$ cat src/rtl/tlc_pkg.sv
// ---------------------------------------------------------------------------
// tlc_pkg
// Shared types and constants for the traffic light controller front end.
//   light_t      : light code driven by the controller FSM (2'b11 reads as RED)
//   chan_state_t : per-approach request channel state
//   CNT_W        : width of every per-channel counter
//   sat_inc      : saturating increment used by all counters
// ---------------------------------------------------------------------------
package tlc_pkg;

    localparam int CNT_W = 8;

    typedef enum logic [1:0] {
        RED    = 2'b00,
        GREEN  = 2'b01,
        YELLOW = 2'b10
    } light_t;

    typedef enum logic [2:0] {
        IDLE    = 3'd0,
        QUALIFY = 3'd1,
        REQUEST = 3'd2,
        SERVED  = 3'd3,
        HOLDOFF = 3'd4
    } chan_state_t;

    // Counters stick at all-ones instead of wrapping back to zero.
    function automatic logic [CNT_W-1:0] sat_inc(input logic [CNT_W-1:0] v);
        if (v == {CNT_W{1'b1}}) begin
            return v;
        end else begin
            return v + CNT_W'(1);
        end
    endfunction

endpackage

$ cat src/rtl/sensor_channel.sv
// ---------------------------------------------------------------------------
// sensor_channel
// One approach of the loop-detector conditioner: 2-flop synchroniser,
// debounce / request-latch / service / holdoff state machine.
// Optional build macro: SENSOR_STUCK_DETECT_EN (adds stuck-loop detection).
// Ports:
//   clk_i    in  system clock, rising edge
//   rst_ni   in  asynchronous active-low reset
//   raw_i    in  raw asynchronous loop detector input
//   l_i      in  light code for this approach from the controller FSM
//   s_o      out registered request (1 only in REQUEST)
//   fault_o  out stuck-loop flag (only with SENSOR_STUCK_DETECT_EN)
// ---------------------------------------------------------------------------
module sensor_channel
    import tlc_pkg::*;
#(
    parameter int DEBOUNCE_CYCLES = 4,
    parameter int HOLDOFF_CYCLES  = 8
`ifdef SENSOR_STUCK_DETECT_EN
    ,
    parameter int STUCK_CYCLES    = 200
`endif
) (
    input  logic       clk_i,
    input  logic       rst_ni,
    input  logic       raw_i,
    input  logic [1:0] l_i,
    output logic       s_o
`ifdef SENSOR_STUCK_DETECT_EN
    ,
    output logic       fault_o
`endif
);

    localparam logic [CNT_W-1:0] DEB_LAST  = CNT_W'(DEBOUNCE_CYCLES);
    localparam logic [CNT_W-1:0] HOLD_LAST = CNT_W'(HOLDOFF_CYCLES - 1);

    logic             sync1_q;
    logic             sync2_q;
    logic             raw_s;
    chan_state_t      state_q;
    chan_state_t      state_d;
    logic [CNT_W-1:0] cnt_q;
    logic [CNT_W-1:0] cnt_d;
    logic             s_q;
    logic             s_d;
    logic             is_green_s;
    logic             is_red_s;

`ifdef SENSOR_STUCK_DETECT_EN
    localparam logic [CNT_W-1:0] STUCK_LIM = CNT_W'(STUCK_CYCLES);
    logic [CNT_W-1:0] stuck_q;
    logic [CNT_W-1:0] stuck_d;
    logic             fault_q;
    logic             fault_d;
`endif

    assign raw_s      = sync2_q;
    assign is_green_s = (l_i == GREEN);
    // 2'b11 is not a legal code and is read as RED (fail-safe).
    assign is_red_s   = (l_i != GREEN) && (l_i != YELLOW);

    // Two-flop synchroniser for the asynchronous loop input.
    always_ff @(posedge clk_i or negedge rst_ni) begin
        if (!rst_ni) begin
            sync1_q <= 1'b0;
            sync2_q <= 1'b0;
        end else begin
            sync1_q <= raw_i;
            sync2_q <= sync1_q;
        end
    end

    // Next-state, counter and request decode; L-driven moves take precedence over raw.
    always_comb begin
        state_d = state_q;
        cnt_d   = cnt_q;
        case (state_q)
            IDLE: begin
                if (raw_s && !is_green_s) begin
                    state_d = QUALIFY;
                    cnt_d   = CNT_W'(1);
                end else begin
                    state_d = IDLE;
                    cnt_d   = '0;
                end
            end
            QUALIFY: begin
                if (!raw_s || is_green_s) begin
                    state_d = IDLE;
                    cnt_d   = '0;
                end else if (cnt_q == DEB_LAST) begin
                    state_d = REQUEST;
                    cnt_d   = '0;
                end else begin
                    cnt_d   = sat_inc(cnt_q);
                end
            end
            REQUEST: begin
                if (is_green_s) begin
                    state_d = SERVED;
                end else begin
                    state_d = REQUEST;
                end
            end
            SERVED: begin
                if (is_red_s) begin
                    state_d = HOLDOFF;
                    cnt_d   = '0;
                end else begin
                    state_d = SERVED;
                end
            end
            HOLDOFF: begin
                if (cnt_q == HOLD_LAST) begin
                    state_d = IDLE;
                    cnt_d   = '0;
                end else begin
                    cnt_d   = sat_inc(cnt_q);
                end
            end
            default: begin
                state_d = IDLE;
                cnt_d   = '0;
            end
        endcase

`ifdef SENSOR_STUCK_DETECT_EN
        // Stuck counter runs on raw_s in every state; a stuck loop parks the channel in IDLE.
        if (raw_s) begin
            stuck_d = sat_inc(stuck_q);
            fault_d = fault_q || (stuck_d >= STUCK_LIM);
        end else begin
            stuck_d = '0;
            fault_d = 1'b0;
        end
        if (fault_d) begin
            state_d = IDLE;
            cnt_d   = '0;
        end else begin
            state_d = state_d;
        end
`endif

        s_d = (state_d == REQUEST);
    end

    // Channel state, shared counter and registered request output.
    always_ff @(posedge clk_i or negedge rst_ni) begin
        if (!rst_ni) begin
            state_q <= IDLE;
            cnt_q   <= '0;
            s_q     <= 1'b0;
        end else begin
            state_q <= state_d;
            cnt_q   <= cnt_d;
            s_q     <= s_d;
        end
    end

`ifdef SENSOR_STUCK_DETECT_EN
    // Stuck-loop counter and fault flag.
    always_ff @(posedge clk_i or negedge rst_ni) begin
        if (!rst_ni) begin
            stuck_q <= '0;
            fault_q <= 1'b0;
        end else begin
            stuck_q <= stuck_d;
            fault_q <= fault_d;
        end
    end

    assign fault_o = fault_q;
`endif

    assign s_o = s_q;

endmodule

$ cat src/rtl/sensor_conditioner.sv
// ---------------------------------------------------------------------------
// sensor_conditioner
// Front end of the traffic light controller: conditions three raw loop
// detector inputs into latched requests S1..S3, closing the loop on the
// controller's light codes L1..L3.
// Optional build macro: SENSOR_STUCK_DETECT_EN (adds Fault[2:0]).
// Ports:
//   Clock      in   system clock, rising edge
//   Reset      in   asynchronous active-low reset
//   Raw1..3    in   raw asynchronous loop detectors
//   L1..3      in   2-bit light codes (RED=00, GREEN=01, YELLOW=10, 11=RED)
//   S1..3      out  registered requests
//   Fault[2:0] out  per-channel stuck-loop flags (macro builds only)
// ---------------------------------------------------------------------------
module sensor_conditioner
    import tlc_pkg::*;
#(
    parameter int DEBOUNCE_CYCLES = 4,
    parameter int HOLDOFF_CYCLES  = 8
`ifdef SENSOR_STUCK_DETECT_EN
    ,
    parameter int STUCK_CYCLES    = 200
`endif
) (
    input  logic       Clock,
    input  logic       Reset,
    input  logic       Raw1,
    input  logic       Raw2,
    input  logic       Raw3,
    input  logic [1:0] L1,
    input  logic [1:0] L2,
    input  logic [1:0] L3,
    output logic       S1,
    output logic       S2,
    output logic       S3
`ifdef SENSOR_STUCK_DETECT_EN
    ,
    output logic [2:0] Fault
`endif
);

    logic [2:0] raw_s;
    logic [1:0] l_s [3];
    logic [2:0] s_s;

    assign raw_s  = {Raw3, Raw2, Raw1};
    assign l_s[0] = L1;
    assign l_s[1] = L2;
    assign l_s[2] = L3;

    for (genvar i = 0; i < 3; i++) begin : g_chan
        sensor_channel #(
            .DEBOUNCE_CYCLES (DEBOUNCE_CYCLES),
            .HOLDOFF_CYCLES  (HOLDOFF_CYCLES)
`ifdef SENSOR_STUCK_DETECT_EN
            ,
            .STUCK_CYCLES    (STUCK_CYCLES)
`endif
        ) u_chan (
            .clk_i   (Clock),
            .rst_ni  (Reset),
            .raw_i   (raw_s[i]),
            .l_i     (l_s[i]),
            .s_o     (s_s[i])
`ifdef SENSOR_STUCK_DETECT_EN
            ,
            .fault_o (Fault[i])
`endif
        );
    end

    assign S1 = s_s[0];
    assign S2 = s_s[1];
    assign S3 = s_s[2];

endmodule

$ cat config.mk
export PLATFORM = sky130hd
export DESIGN_NAME = sensor_conditioner
export DESIGN_NICKNAME = d
export VERILOG_FILES = /design/src/rtl/tlc_pkg.sv /design/src/rtl/sensor_channel.sv /design/src/rtl/sensor_conditioner.sv
export SDC_FILE = /design/constraint.sdc
export NUM_CORES = 1
export LEC_CHECK = 0
export CORE_MARGIN = 8
export CORE_UTILIZATION = 35
export CTS_BUF_LIST = sky130_fd_sc_hd__clkbuf_4
export DETAILED_ROUTE_END_ITERATION = 6
export GPL_TIMING_DRIVEN = 0
export PLACE_DENSITY = 0.5
export SLEW_MARGIN = 0
export SYNTH_ARGS = -nofsm -noshare
export SYNTH_HDL_FRONTEND = slang
export SYNTH_SLANG_ARGS = --single-unit
$ cat constraint.sdc
create_clock -name Clock -period 1.8 [get_ports Clock]
set_input_delay 0.18 -clock Clock [delete_from_list [all_inputs] [get_ports Clock]]
set_output_delay 0.18 -clock Clock [all_outputs]
set_load 0.01 [all_outputs]
== Yosys cells after proc, flatten, opt, wreduce, memory -nomap -nowiden ==
Index checks and enable logic that the tools add are counted.
W data, S select, Z words.

* Bits in registers: 42
* Bits of input ports: 11
* Output and inout port bits: 3
* Logic and storage cells: 120

* Add/sub/neg operators: 3
* Eq/ne operators: 36
* Multiplexer cells: 42
* Bitwise gates (word level): 3
* Reduce and logical (&&, ||, !) cells: 21

{| class="wikitable"
|+ Operators by type and width
! cell !! number
|-
| $mux W8 || 15
|-
| $pmux W8 S5 || 3
|-
| $eq A8 B3 Y1 const B || 6
|-
| $pmux W3 S5 || 3
|-
| $mux W3 || 12
|-
| $eq A3 B2 Y1 const B || 9
|-
| $add A8 B1 Y8 const B || 3
|-
| $eq A8 B8 Y1 const B || 3
|-
| $ne A2 B1 Y1 const B || 6
|-
| $eq A3 B1 Y1 const B || 3
|-
| $eq A3 B3 Y1 const B || 3
|-
| $logic_not A3 Y1 || 3
|-
| $mux W1 || 9
|-
| $eq A2 B1 Y1 const B || 3
|-
| $logic_and A1 B1 Y1 || 6
|-
| $logic_not A1 Y1 || 6
|-
| $ne A2 B2 Y1 const B || 3
|-
| $reduce_and A2 Y1 || 3
|-
| $logic_or A1 B1 Y1 || 3
|-
| $not A1 Y1 || 3
|}

== Depth between registers and ports, before layout ==
* Depth after elaboration: 6
* Mapped depth: 8
* Gate-level depth less buffers: 7

== By module ==
A second synthesis with hierarchy kept.

* Cells, all modules: 284
* Area total of the unflattened synthesis: 2,781.4 um2

{| class="wikitable"
|+ By module, submodules not included
! module !! instances !! cells an instance !! area each (um2) !! seq. area each (um2)
|-
| sensor_channel (g_chan[0].u_chan ...) || 2 || 97 || 983.4 || 350.3
|-
| sensor_channel (g_chan[2].u_chan) || 1 || 90 || 814.5 || 350.3
|}

== Worst setup path before layout ==
OpenSTA, ideal clock, no wires.

* Path kind: register to register
* Start: register g_chan[0].u_chan.cnt_q[0]
* End: register g_chan[0].u_chan.cnt_q[0]
* Setup time: 0.126 ns
* Arrival time: 1.627 ns
* Required time: 1.674 ns
* Setup slack: 0.047 ns
* Cell stages (with the launch flop): 7
* Buffers on the path: 0
* Clock period less this slack: 1.753 ns
* Path through: dfrtp_1 > ha_1 > and4_1 > and3_1 > and2_1 > xnor2_1 > a221o_1

* Cells in the longest elaborated chain, start to end: 5
* Elaborated cells between the ends (all ways): 9
* Classes of those cells: 1 x add/sub; 3 x eq/ne; 5 x mux

{| class="wikitable"
|+ Ends and longest elaborated chain
! item !! RTL line !! text
|-
| start, declared || sensor_channel.sv:43 || <nowiki>logic [CNT_W-1:0] cnt_q;</nowiki>
|-
| start signal, assigned || sensor_channel.sv:156 || <nowiki>cnt_q <= cnt_d;</nowiki>
|-
| $add A8 B1 Y8 or $eq A8 B8 Y1 (tied branches) || tlc_pkg.sv:32, tlc_pkg.sv:29 ||
|-
| $mux W8 || tlc_pkg.sv:29 || <nowiki>if (v == {CNT_W{1'b1}}) begin</nowiki>
|-
| $mux W8 || sensor_channel.sv:92 || <nowiki>end else if (cnt_q == DEB_LAST) begin</nowiki>
|-
| $mux W8 || sensor_channel.sv:89 || <nowiki>if (!raw_s || is_green_s) begin</nowiki>
|-
| $pmux W8 S5 (*) || sensor_channel.sv:78 || <nowiki>case (state_q)</nowiki>
|}

Mark *: on every way between the ends. The rest lies on a longest branch, timed or not.
A chain may end at the register's enable or synchronous reset.

== Final worst setup path ==
* Start: register g_chan[2].u_chan.cnt_q[6]
* End: register g_chan[2].u_chan.cnt_q[0]

* Cells in the longest elaborated chain, start to end: 5
* Elaborated cells between the ends (all ways): 8
* Classes of those cells: 3 x eq/ne; 5 x mux

{| class="wikitable"
|+ Ends and longest elaborated chain
! item !! RTL line
|-
| start, declared || sensor_channel.sv:43
|-
| start signal, assigned || sensor_channel.sv:156
|-
| $eq A8 B8 Y1 || tlc_pkg.sv:29
|-
| $mux W8 || --
|-
| $mux W8 || sensor_channel.sv:92
|-
| $mux W8 || sensor_channel.sv:89
|-
| $pmux W8 S5 (*) || sensor_channel.sv:78
|}

Marks and branches as above.

==> metrics <==
outcome completed; worst rel slew slack around 60%; DRT iter0 DRCs between 40 and 50; Pwr Total slightly below 2 mW; worst setup margin 60.8 ps; Final #Nets slightly above 300; row count 29; die footprint ~0.0095 mm²; WL final roughly 5000 µm; Initial DRT Pass Iterations 4; GPL Wtd Cong 0.787; top-area cell type share of the netlist area a little under half; DR vias/cell about 5.4; Routed WL per cell around 14 µm; Top FF cell, synth dfrtp_1; most common cell after layout, fill and taps aside dfrtp_1; slowest CP cell dfrtp_1; first-pass GRT wire length 8510 µm; Hold Fails Final Rpt 0; CTS root buf clkbuf_4; Synth Net Count 270; CP Launch Type flip-flop; Tightest Pin Transition between 600 and 700 ps; register area share after synthesis between 40% and 50%; clock period minus worst slack 1740 ps; Yosys reg bits 42; Setup CP Type reg -> reg; CTS tree built; Antenna diodes 0; via count roughly 1900; RSZ-0062 raised after global routing true; CTS buffer count 5; Antenna Nets Post-Route 0; Lkg Pwr between 1 and 1.5 nW; DRC 0; Die X 97.5 µm; Mapped Avg Cell Area approximately 9.3 µm²; Worst Setup Slack post-DPL -305 ps; largest net degree at the start of global routing 31; share of layout cells above drive strength 1 between 10% and 20%; clk buf depth 2; yosys warns 0; Post-synth EDFFs 0; worst hold path type in -> async; Final setup viols 0; height of the die just under 100 µm; most frequent cells in the layout 39 x dfrtp_1, 26 x nand2_1, 19 x a21oi_1, 17 x nor2_1, 14 x nand3_1; Peak supply drop approximately 0.00035 V; Final Skew ~14 ps; worst-path maximum fanout 10; max-cap violations 0; worst-case hold slack between 200 and 250 ps; Core ar. between 0.006 and 0.007 mm²; top post-synthesis cells by area dfrtp_1 45%, ha_1 4.8%, nand2_1 4.4%; data required time of the worst path approximately 2100 ps; ys async rst share 100%; gr ovfl total 0; final setup TNS 0 ps; f_max roughly 0.57 GHz; Cell Pwr Density between 600 and 700 mW/mm²; Syn-to-layout area delta 22.3%; Critical Path AT 1990 ps; clock-pin slew on the worst setup and hold paths ~130 ps; part of the cycle the worst path needs 96.6%; Crit. End Element flip-flop; CTS HTree Levels 2; Sink Count 42; Initial Util 36.4%; final-layout fill cell count about 630; CP peak stage delay 420 ps; io pins 14; initial antenna violation count 0; Port-buffer cells 13; Pins Over Slew Limit 0; vias in the first global route 1874; crit path cell chain or3_4 > o41ai_4 > o21ai_2 > buf_6 > a32oi_1 > o21ai_1; Total GRT Usage a little over a tenth; DP HPWL between 3000 and 4000 µm; Yosys cell types 52; area leader, netlist dfrtp_1; synthesized cell area 0.00233 mm²; clk_lat worst skew around 350 ps; Mapped Cells 250
[layer usage]
| layer | global-route usage, % | vias up | routed length [µm] |
|---|---|---|---|
| li1 | - | 975 | - |
| met1 | 12.7 | 922 | 2380 |
| met2 | 17.0 | 33 | 2290 |
| met3 | 3.13 | 8 | 225 |
| met4 | 4.20 | 0 | 85 |
| met5 | 0 | - | 0 |
[final timing paths]
kind                            slack, ps                                  start  depth (start not counted)                               endpoint
worst max-delay path                   60  g_chan[2].u_chan.cnt_q[6]$_DFFE_PN0P_                          6  g_chan[2].u_chan.cnt_q[0]$_DFFE_PN0P_
worst min-delay path                  250                                  Reset                          2  g_chan[2].u_chan.state_q[2]$_DFF_PN0_
worst max register to register         60  g_chan[2].u_chan.cnt_q[6]$_DFFE_PN0P_                          6  g_chan[2].u_chan.cnt_q[0]$_DFFE_PN0P_
worst min register to register        360     g_chan[2].u_chan.sync1_q$_DFF_PN0_                          0       g_chan[2].u_chan.raw_s$_DFF_PN0_
max in group asynchronous            1080                                  Reset                          3  g_chan[0].u_chan.state_q[0]$_DFF_PN0_
min in group Clock                    250                                   Raw2                          1     g_chan[1].u_chan.sync1_q$_DFF_PN0_
[area by class of cell]
class | count | area (µm²) | share of cell area [%]
Timing Repair Buffer | 28 | 253 | 8.89
Tap cell | 77 | 96.3 | 3.39
Clock buffer | 5 | 37.5 | 1.32
Multi-Input combinational cell | 187 | 1250 | 44.1
Inverter | 14 | 52.6 | 1.85
Buffer | 4 | 31.3 | 1.10
Clock inverter | 3 | 63.8 | 2.24
Sequential cell | 42 | 1050 | 37.1
[where the power goes]
part / leakage, nW / switching (mW) / internal (mW)
sequential: 0.560 / 0.0263 / 0.970
combinational: 0.605 / 0.103 / 0.101
clock: 0.0528 / 0.321 / 0.428
total: 1.22 / 0.450 / 1.50
[flip-flops by register name, summed over array words and instances, names as in the netlist]
name,count
g_chan.u_chan.cnt_q,24
g_chan.u_chan.raw_s,3
g_chan.u_chan.s_o,3
g_chan.u_chan.state_q,9
g_chan.u_chan.sync1_q,3
[worst max-delay path, delay by kind of cell, from the launching register on]
family	cells	cell delay [ps]
DFF	1	420
AOI/OAI and AO/OA	4	650
and+or+nand+nor	1	410
buffers and inverters	1	150
[per-stage QoR]
stage / utilization, % / area (µm²) / instances
3_5_place_dp: 40.2 / 2570 / 341
4_1_cts: 43.0 / 2750 / 357
5_1_grt: 44.5 / 2840 / 360
6_report: 44.5 / 2840 / 360
2_1_floorplan: - / 2330 / 250
3_3_place_gp: 40.0 / 2550 / 340
[synth_stat cells (all sizes together) (3+ instances only)]
| master | instances |
|---|---|
| and3 | 4 |
| clkbuf | 3 |
| nand2 | 27 |
| a31oi | 6 |
| nand2b | 7 |
| dfrtp | 42 |
| nand3 | 14 |
| o21ai | 24 |
| nor3b | 3 |
| nand4 | 5 |
| a21oi | 19 |
| nor3 | 7 |
| nor2 | 17 |
| ha | 9 |
| buf | 4 |
| and2 | 5 |
| inv | 14 |
| o2bb2ai | 3 |
[cell families (layout without fill, tap and decap cells)]
kind of cell	count (synthesis)	in the layout	synth area share (%)
fa+ha+maj	9	9	4.84
simple gates	101	101	23.0
mux	2	2	0.861
buf+inv	21	54	3.98
flops	42	42	45.2
compound gates	74	74	21.7
xor+xnor	1	1	0.377
[what timing repair did]
| action | 4_1_cts | 5_1_grt |
|---|---|---|
| hold endpoints to repair | 12 | 0 |
| hold buffers | 1 | 0 |
| pin swaps | 1 | 5 |
| setup buffers | 9 | 4 |
| endpoints found under the setup margin | 11 | 19 |
| resized for setup | 4 | 18 |
Note: power is estimated with default switching activity, not from simulation.
